File: config.mk
export PLATFORM = sky130hd
export DESIGN_NAME = matrix_load_demux
export DESIGN_NICKNAME = d
export VERILOG_FILES = /design/src/rtl/matrix_load_demux.sv
export SDC_FILE = /design/constraint.sdc
export NUM_CORES = 1
export LEC_CHECK = 0
export CORE_UTILIZATION = 43
export DETAILED_ROUTE_END_ITERATION = 16
export GPL_TIMING_DRIVEN = 0
export PLACE_DENSITY = 0.79
export SLEW_MARGIN = 20
export SYNTH_ARGS = -nofsm -noshare
export SYNTH_HDL_FRONTEND = slang
export SYNTH_SLANG_ARGS = --single-unit
File: constraint.sdc
create_clock -name i_clk -period 2.4 [get_ports i_clk]
set_clock_uncertainty 0.2 [all_clocks]
set_input_delay 0.24 -clock i_clk [delete_from_list [all_inputs] [get_ports i_clk]]
set_output_delay 0.24 -clock i_clk [all_outputs]
set_load 0.05 [all_outputs]
File: src/rtl/matrix_load_demux.sv
// Registered 1-to-N element distributor for the matrix-multiply operand registers.
// It fills channels by address or by auto-pointer and presents the full set with a valid/ack handshake.
module matrix_load_demux #(
  parameter int DATA_W = 8,
  parameter int NUM_CH = 12,
  parameter int SEL_W  = 4
) (
  input  logic                     i_clk,
  input  logic                     i_rst_n,
  input  logic                     i_mode_auto,
  input  logic                     i_in_valid,
  output logic                     o_in_ready,
  input  logic [DATA_W-1:0]        i_data_in,
  input  logic [SEL_W-1:0]         i_sel,
  input  logic                     i_clear,
  output logic [NUM_CH*DATA_W-1:0] o_data_out,
  output logic [NUM_CH-1:0]        o_loaded,
  output logic                     o_out_valid,
  input  logic                     i_out_ack,
  output logic                     o_err
);

  logic [NUM_CH-1:0] r_loaded;
  logic [SEL_W-1:0]  r_ptr;
  logic              r_out_valid;
  logic              r_err;

  logic              w_fire;
  logic              w_sel_legal;
  logic              w_wr;
  logic [SEL_W-1:0]  w_idx;
  logic [NUM_CH-1:0] w_ch_we;
  logic [NUM_CH-1:0] w_loaded_next;

  assign w_fire      = i_in_valid && !r_out_valid && !i_clear;
  assign w_sel_legal = (i_sel != '0) && (i_sel <= SEL_W'(NUM_CH));
  assign w_wr        = w_fire && (i_mode_auto || w_sel_legal);
  assign w_idx       = i_mode_auto ? r_ptr : (i_sel - 1'b1);
  assign w_loaded_next = r_loaded | w_ch_we;

  genvar gi;
  generate
    for (gi = 0; gi < NUM_CH; gi++) begin : g_ch
      logic [DATA_W-1:0] r_data;

      assign w_ch_we[gi] = w_wr && (w_idx == SEL_W'(gi));

      // Data survives clear and ack; only reset zeroes it.
      always_ff @(posedge i_clk) begin
        if (!i_rst_n) begin
          r_data <= '0;
        end else if (w_ch_we[gi]) begin
          r_data <= i_data_in;
        end
      end

      assign o_data_out[gi*DATA_W +: DATA_W] = r_data;
    end
  endgenerate

  always_ff @(posedge i_clk) begin
    if (!i_rst_n) begin
      r_loaded    <= '0;
      r_ptr       <= '0;
      r_out_valid <= 1'b0;
      r_err       <= 1'b0;
    end else if (i_clear) begin
      r_loaded    <= '0;
      r_ptr       <= '0;
      r_out_valid <= 1'b0;
      r_err       <= 1'b0;
    end else if (i_out_ack && r_out_valid) begin
      r_loaded    <= '0;
      r_ptr       <= '0;
      r_out_valid <= 1'b0;
    end else if (w_fire) begin
      if (w_wr) begin
        r_loaded    <= w_loaded_next;
        r_out_valid <= &w_loaded_next;
      end else begin
        r_err <= 1'b1;
      end
      // Pointer moves only on auto writes so mode can be switched freely mid-fill.
      if (i_mode_auto) begin
        r_ptr <= (r_ptr == SEL_W'(NUM_CH - 1)) ? '0 : r_ptr + 1'b1;
      end
    end
  end

  assign o_loaded    = r_loaded;
  assign o_out_valid = r_out_valid;
  assign o_err       = r_err;
  assign o_in_ready  = !r_out_valid;

endmodule

Yosys cells after proc, flatten, opt, wreduce, memory -nomap -nowiden

Cells that the tools add are included.

Flip-flop bits (word level): 114
Bits in latches: 0
Memory bits (writable): 0
Memory bits (read-only): 0
Output and inout port bits: 111
Memories: 0

$add $sub $neg: 2
Multiply operators: 0
Divide/modulo/power cells: 0
$lt $le $gt $ge: 1
Equality and inequality tests: 12
Shift operators: 0
Mux-type cells: 2
Bitwise operators: 4
Reductions and logical operators: 28

Operator list:

| operator              | number |
|---|---|
| $eq A4 B4 Y1 const B  | 5 |
| $logic_and A1 B1 Y1   | 17 |
| $eq A4 B3 Y1 const B  | 4 |
| $or A12 B12 Y12       | 1 |
| $reduce_and A12 Y1    | 1 |
| $eq A4 B2 Y1 const B  | 2 |
| $mux W4               | 2 |
| $add A4 B1 Y4 const B | 1 |
| $eq A4 B1 Y1 const B  | 1 |
| $le A4 B4 Y1 const B  | 1 |
| $logic_not A4 Y1      | 1 |
| $reduce_and A2 Y1     | 2 |
| $reduce_bool A4 Y1    | 1 |
| $sub A4 B1 Y4 const B | 1 |
| $not A1 Y1            | 3 |
| $reduce_and A3 Y1     | 1 |
| $reduce_or A3 Y1      | 1 |
| $logic_not A1 Y1      | 2 |
| $reduce_or A2 Y1      | 1 |
| $logic_or A1 B1 Y1    | 1 |

Logic depth before layout (Yosys ltp)

Depth after elaboration: 7
Depth in mapped cells: 10
Gate-level depth less buffers: 9

Worst setup path before layout

Ideal clock, no wire load.

Path kind: flip-flop to flip-flop
Start: register r_out_valid (netlist: o_out_valid)
End: register r_out_valid (netlist: o_out_valid)
Library setup time: 59 ps
Arrival time: 2097 ps
Data required time: 2141 ps
Path slack: 44 ps
Cell stages (with the launch flop): 8
Period minus slack after synthesis: 2356 ps
Path through: dfxtp_1 > nor3b_2 > nand2_2 > or3_1 > buf_6 > nor2b_4 > nor4_2 > a31o_1

Longest elaborated chain between the ends: 7

RTL lines:

| item                              | RTL line | source |
|---|---|---|
| from (decl)                       | 25       | `logic r_out_valid;` |
| from (signal assigned)            | 79       | `r_out_valid <= &w_loaded_next;` |
| $logic_not A1 Y1                  | 35       | `assign w_fire = i_in_valid && !r_out_valid && !i_clear;` |
| $logic_and A1 B1 Y1 (2 in series) | 35       |  |
| $logic_and A1 B1 Y1               | 37       | `assign w_wr = w_fire && (i_mode_auto \|\| w_sel_legal);` |
| $logic_and A1 B1 Y1               | 46       | `assign w_ch_we[gi] = w_wr && (w_idx == SEL_W'(gi));` |
| $or A12 B12 Y12                   | 39       | `assign w_loaded_next = r_loaded \| w_ch_we;` |
| $reduce_and A12 Y1                | 79       |  |

Parallel ways exist; a longest one is shown, timed or not.
A chain may end at the register's enable or synchronous reset.

Worst setup path after layout

Start: input port i_sel[0]
End: register r_out_valid (netlist: o_out_valid)

Longest elaborated chain between the ends: 7

RTL lines:

| item                                                                  | RTL line | source |
|---|---|---|
| from (decl)                                                           | 14       | `input logic [SEL_W-1:0] i_sel,` |
| parallel branches: the longest is 7 deep, another holds $sub A4 B1 Y4 | -        |  |

Parallel ways; which one is timed is not known.

==> tab_implementation.tex <==
\begin{tabular}{lr}
\hline
Metric & Value \\
\hline
\multicolumn{2}{l}{\textbf{Placement}} \\
Inst Count DP & 710 \\
Weighted congestion at the end of routability-driven global placement & 0.888 \\
HPWL Detailed & 8480 um \\
Count of port buffers added during placement & 128 \\
\multicolumn{2}{l}{\textbf{Yosys}} \\
Number of warnings issued by yosys & 0 \\
Mean area per synthesized cell & between 10 and 15 um\^{}2 \\
Combined area of all synthesized cells & 4610 um\^{}2 \\
Fraction of the yosys area taken by sequential cells & 0.496 \\
Yosys top cell by area & sky130\_fd\_sc\_hd\_\_dfxtp\_1 \\
Nets in the synthesized netlist & 466 \\
Post-synth cell types & 36 \\
Synth top area share & 0.496 \\
Number of flip-flops and latches in the synthesized netlist & 114 \\
Gate count of the mapped netlist & between 400 and 500 \\
Leading cell types by total area after synthesis & sky130\_fd\_sc\_hd\_\_dfxtp\_1, sky130\_fd\_sc\_hd\_\_mux2i\_1, sky130\_fd\_sc\_hd\_\_nor2b\_1 \\
\multicolumn{2}{l}{\textbf{Clock tree}} \\
Clock transition at the registers of the reported paths & 0.06 ns \\
Inserted Clock Buffers & 17 \\
\# hold bufs at CTS & 0 \\
Insertion delay to the later sink of the worst-skew pair & 0.50 ns \\
Clock tree from TritonCTS & built \\
Root buffer cell & sky130\_fd\_sc\_hd\_\_clkbuf\_8 \\
Clock sink total & 114 \\
Number of buffers between clock root and the deepest sink & 2 \\
\# H-tree levels & 4 \\
\multicolumn{2}{l}{\textbf{Floorplan}} \\
Top-level port count & about 130 \\
Horizontal extent of the die & roughly 110 um \\
Die Outline Area & 11100 um\^{}2 \\
Core region area & approximately 10000 um\^{}2 \\
Number of rows in the core area & 37 \\
Die height & 105 um \\
Effective utilization at floorplan & 0.444 \\
\multicolumn{2}{l}{\textbf{Global route}} \\
Vias in the first global route & approximately 3800 \\
Total global routing track utilization & 0.231 \\
Total congestion overflow & 0 \\
Antenna violations before repair & 0 \\
Largest net degree at the start of global routing & 17 \\
Global-route wire length before repair & approximately 20000 um \\
\multicolumn{2}{l}{\textbf{Hold path}} \\
Type of the worst min-delay path & in -> reg \\
Hold path start & i\_mode\_auto \\
\multicolumn{2}{l}{\textbf{Timing}} \\
Final Critical Period & 2.37 ns \\
Slew at the pin closest to its max-slew limit & 0.744 ns \\
Final hold violation count & 0 \\
Final Max Slew Viols & 0 \\
Final period util & 0.987 \\
Achievable Freq & 422 MHz \\
Number of failing setup endpoints in the final timing report & 0 \\
Max-slew headroom at the worst pin & 0.504 \\
Fin Hold WS & 0.196 ns \\
\multicolumn{2}{l}{\textbf{Critical path}} \\
Required time of the critical path & between 2 and 3 ns \\
Crit-path max FO & 10 \\
Critical path launch point type & input port \\
Critical path endpoint category & flop \\
Critical path arrival & roughly 2.6 ns \\
Critical path start-end classification & in -> reg \\
Origin of the worst setup path & i\_sel[0] \\
Critical R2R Launch & r\_ptr[0]\$\_SDFFE\_PP0P\_ \\
\multicolumn{2}{l}{\textbf{Final layout}} \\
Layout net count & roughly 620 \\
Post-Layout Cell Count & 752 \\
Share of post-route cells with drive strength above 1 & 0.110 \\
Number of inserted diodes & 0 \\
Commonest cells after routing, fill and taps aside & sky130\_fd\_sc\_hd\_\_clkdlybuf4s50\_1, sky130\_fd\_sc\_hd\_\_dfxtp\_1, sky130\_fd\_sc\_hd\_\_nor2b\_1 \\
Area overhead of the layout relative to synthesis & 47.6\% \\
Leading cell type in the layout, fill and taps excluded & sky130\_fd\_sc\_hd\_\_clkdlybuf4s50\_1 \\
\multicolumn{2}{l}{\textbf{Flow run}} \\
Max-capacitance violation count & 0 \\
\multicolumn{2}{l}{\textbf{Drt}} \\
Wirelength per Cell & 16.6 um \\
Routed via count & 3742 \\
Post-detailed-route DRC marker count & 0 \\
Routed via count divided by cell count & 4.98 \\
Number of detailed-route iterations in the first pass & 5 \\
Final routed wirelength across all metal layers & 12500 um \\
Starting DRT DRC Count & 122 \\
Final antenna-violating net count & 0 \\
\multicolumn{2}{l}{\textbf{Power and ir drop}} \\
Power Dens Cells & 687 nW/um\^{}2 \\
Worst vdd rail ir drop & just over 400 uV \\
Leakage component of the power & 2.37 nW \\
\multicolumn{2}{l}{\textbf{Status}} \\
Outcome & completed \\
\hline
\end{tabular}
[synth_stat cells]
master	count
sky130_fd_sc_hd__a21o_1	2
sky130_fd_sc_hd__a21oi_1	6
sky130_fd_sc_hd__a221oi_1	2
sky130_fd_sc_hd__a22oi_2	1
sky130_fd_sc_hd__a311oi_1	1
sky130_fd_sc_hd__a31o_1	1
sky130_fd_sc_hd__a31oi_1	4
sky130_fd_sc_hd__and2_1	1
sky130_fd_sc_hd__buf_2	7
sky130_fd_sc_hd__buf_4	5
sky130_fd_sc_hd__buf_6	1
sky130_fd_sc_hd__clkbuf_1	19
sky130_fd_sc_hd__dfxtp_1	114
sky130_fd_sc_hd__ha_1	2
sky130_fd_sc_hd__inv_1	9
sky130_fd_sc_hd__mux2i_1	97
sky130_fd_sc_hd__nand2_1	6
sky130_fd_sc_hd__nand2_2	1
sky130_fd_sc_hd__nand2b_1	1
sky130_fd_sc_hd__nand3_1	4
sky130_fd_sc_hd__nand3b_1	1
sky130_fd_sc_hd__nor2_1	31
sky130_fd_sc_hd__nor2b_1	99
sky130_fd_sc_hd__nor2b_4	1
sky130_fd_sc_hd__nor3_1	7
sky130_fd_sc_hd__nor3b_1	6
sky130_fd_sc_hd__nor3b_2	1
sky130_fd_sc_hd__nor4_1	1
sky130_fd_sc_hd__nor4_2	2
sky130_fd_sc_hd__o21a_1	1
sky130_fd_sc_hd__o21ai_0	4
sky130_fd_sc_hd__o21ai_1	1
sky130_fd_sc_hd__o22ai_1	3
sky130_fd_sc_hd__o32ai_1	1
sky130_fd_sc_hd__or2_1	2
sky130_fd_sc_hd__or3_1	1
[cell families after synthesis]
kind of cell | Yosys count | share of synthesized area
AO/OA/AOI/OAI | 27 | 0.0386
adder cells (fa/ha/maj) | 2 | 0.00543
buffers and inverters | 41 | 0.0410
flip-flops | 114 | 0.496
multiplexers | 97 | 0.211
AND/OR/NAND/NOR | 165 | 0.209
[sequential cells by signal, summed over array words and instances (netlist names)]
register / count
r_ptr: 4
o_err: 1
o_loaded: 12
o_out_valid: 1
g_ch.r_data: 96
[final cells by class]
class                      instances  area (um^2)
inverter                           9         33.8
fill                             834         3570
multi-input combinational        291         2190
timing repair buffer             138         1380
sequential                       114         2280
buffer                            32          168
clock buffer                      17          414
tap                              136          170
clock inverter                    15          160
[worst paths after layout]
kind	to	slack, ns	cells past startpoint
setup / recovery	o_out_valid$_SDFFE_PP0P_	0.03	11
hold / removal	r_ptr[1]$_SDFFE_PP0P_	0.20	4
setup reg to reg	o_out_valid$_SDFFE_PP0P_	0.18	7
hold reg to reg	o_err$_SDFFE_PP0P_	0.27	2
[worst max-delay path, cell delays in order]
cell	delay [ns]
sky130_fd_sc_hd__clkdlybuf4s15_1	0.27
sky130_fd_sc_hd__inv_1	0.09
sky130_fd_sc_hd__ha_1	0.25
sky130_fd_sc_hd__nor2b_1	0.18
sky130_fd_sc_hd__a22oi_2	0.29
sky130_fd_sc_hd__nand3_1	0.24
sky130_fd_sc_hd__nor3_1	0.23
sky130_fd_sc_hd__buf_2	0.35
sky130_fd_sc_hd__a31oi_1	0.09
sky130_fd_sc_hd__nor4_2	0.20
sky130_fd_sc_hd__a31o_1	0.18
[report_power, final]
| part | leakage [nW] | internal, W | switching [W] |
|---|---|---|---|
| Sequential | 0.919 | 0.00191 | 0.0000105 |
| Clock | 0.279 | 0.00149 | 0.000915 |
| Combinational | 1.17 | 0.000137 | 0.000207 |
[per-stage QoR]
stage                util  cell area [um^2]  total power, W  setup WS, ns   TNS, ns
floorplan               -              4610         0.00216        0.0438         0
global placement    0.584              6060         0.00228        -0.856    -45.83
detailed placement  0.584              6060         0.00229        -0.908    -52.76
CTS                 0.649              6730         0.00469        0.0784         0
global route        0.656              6800         0.00481      -0.00144  -0.00144
finish              0.656              6800         0.00467        0.0312         0
[routing by layer]
metal	up-vias	share of wire	global-route usage
met5	-	0	0
met4	0	0.022	0.101
met3	21	0.069	0.0686
met2	130	0.48	0.387
met1	1773	0.43	0.273
li1	1818	-	-
[timing repair]
action                     in CTS  in global routing
buffers inserted                5                  5
setup endpoints to repair      64                  1
pin swaps                       2                  1
gates resized for setup        14                  4
(Power assumes the default switching activity.)
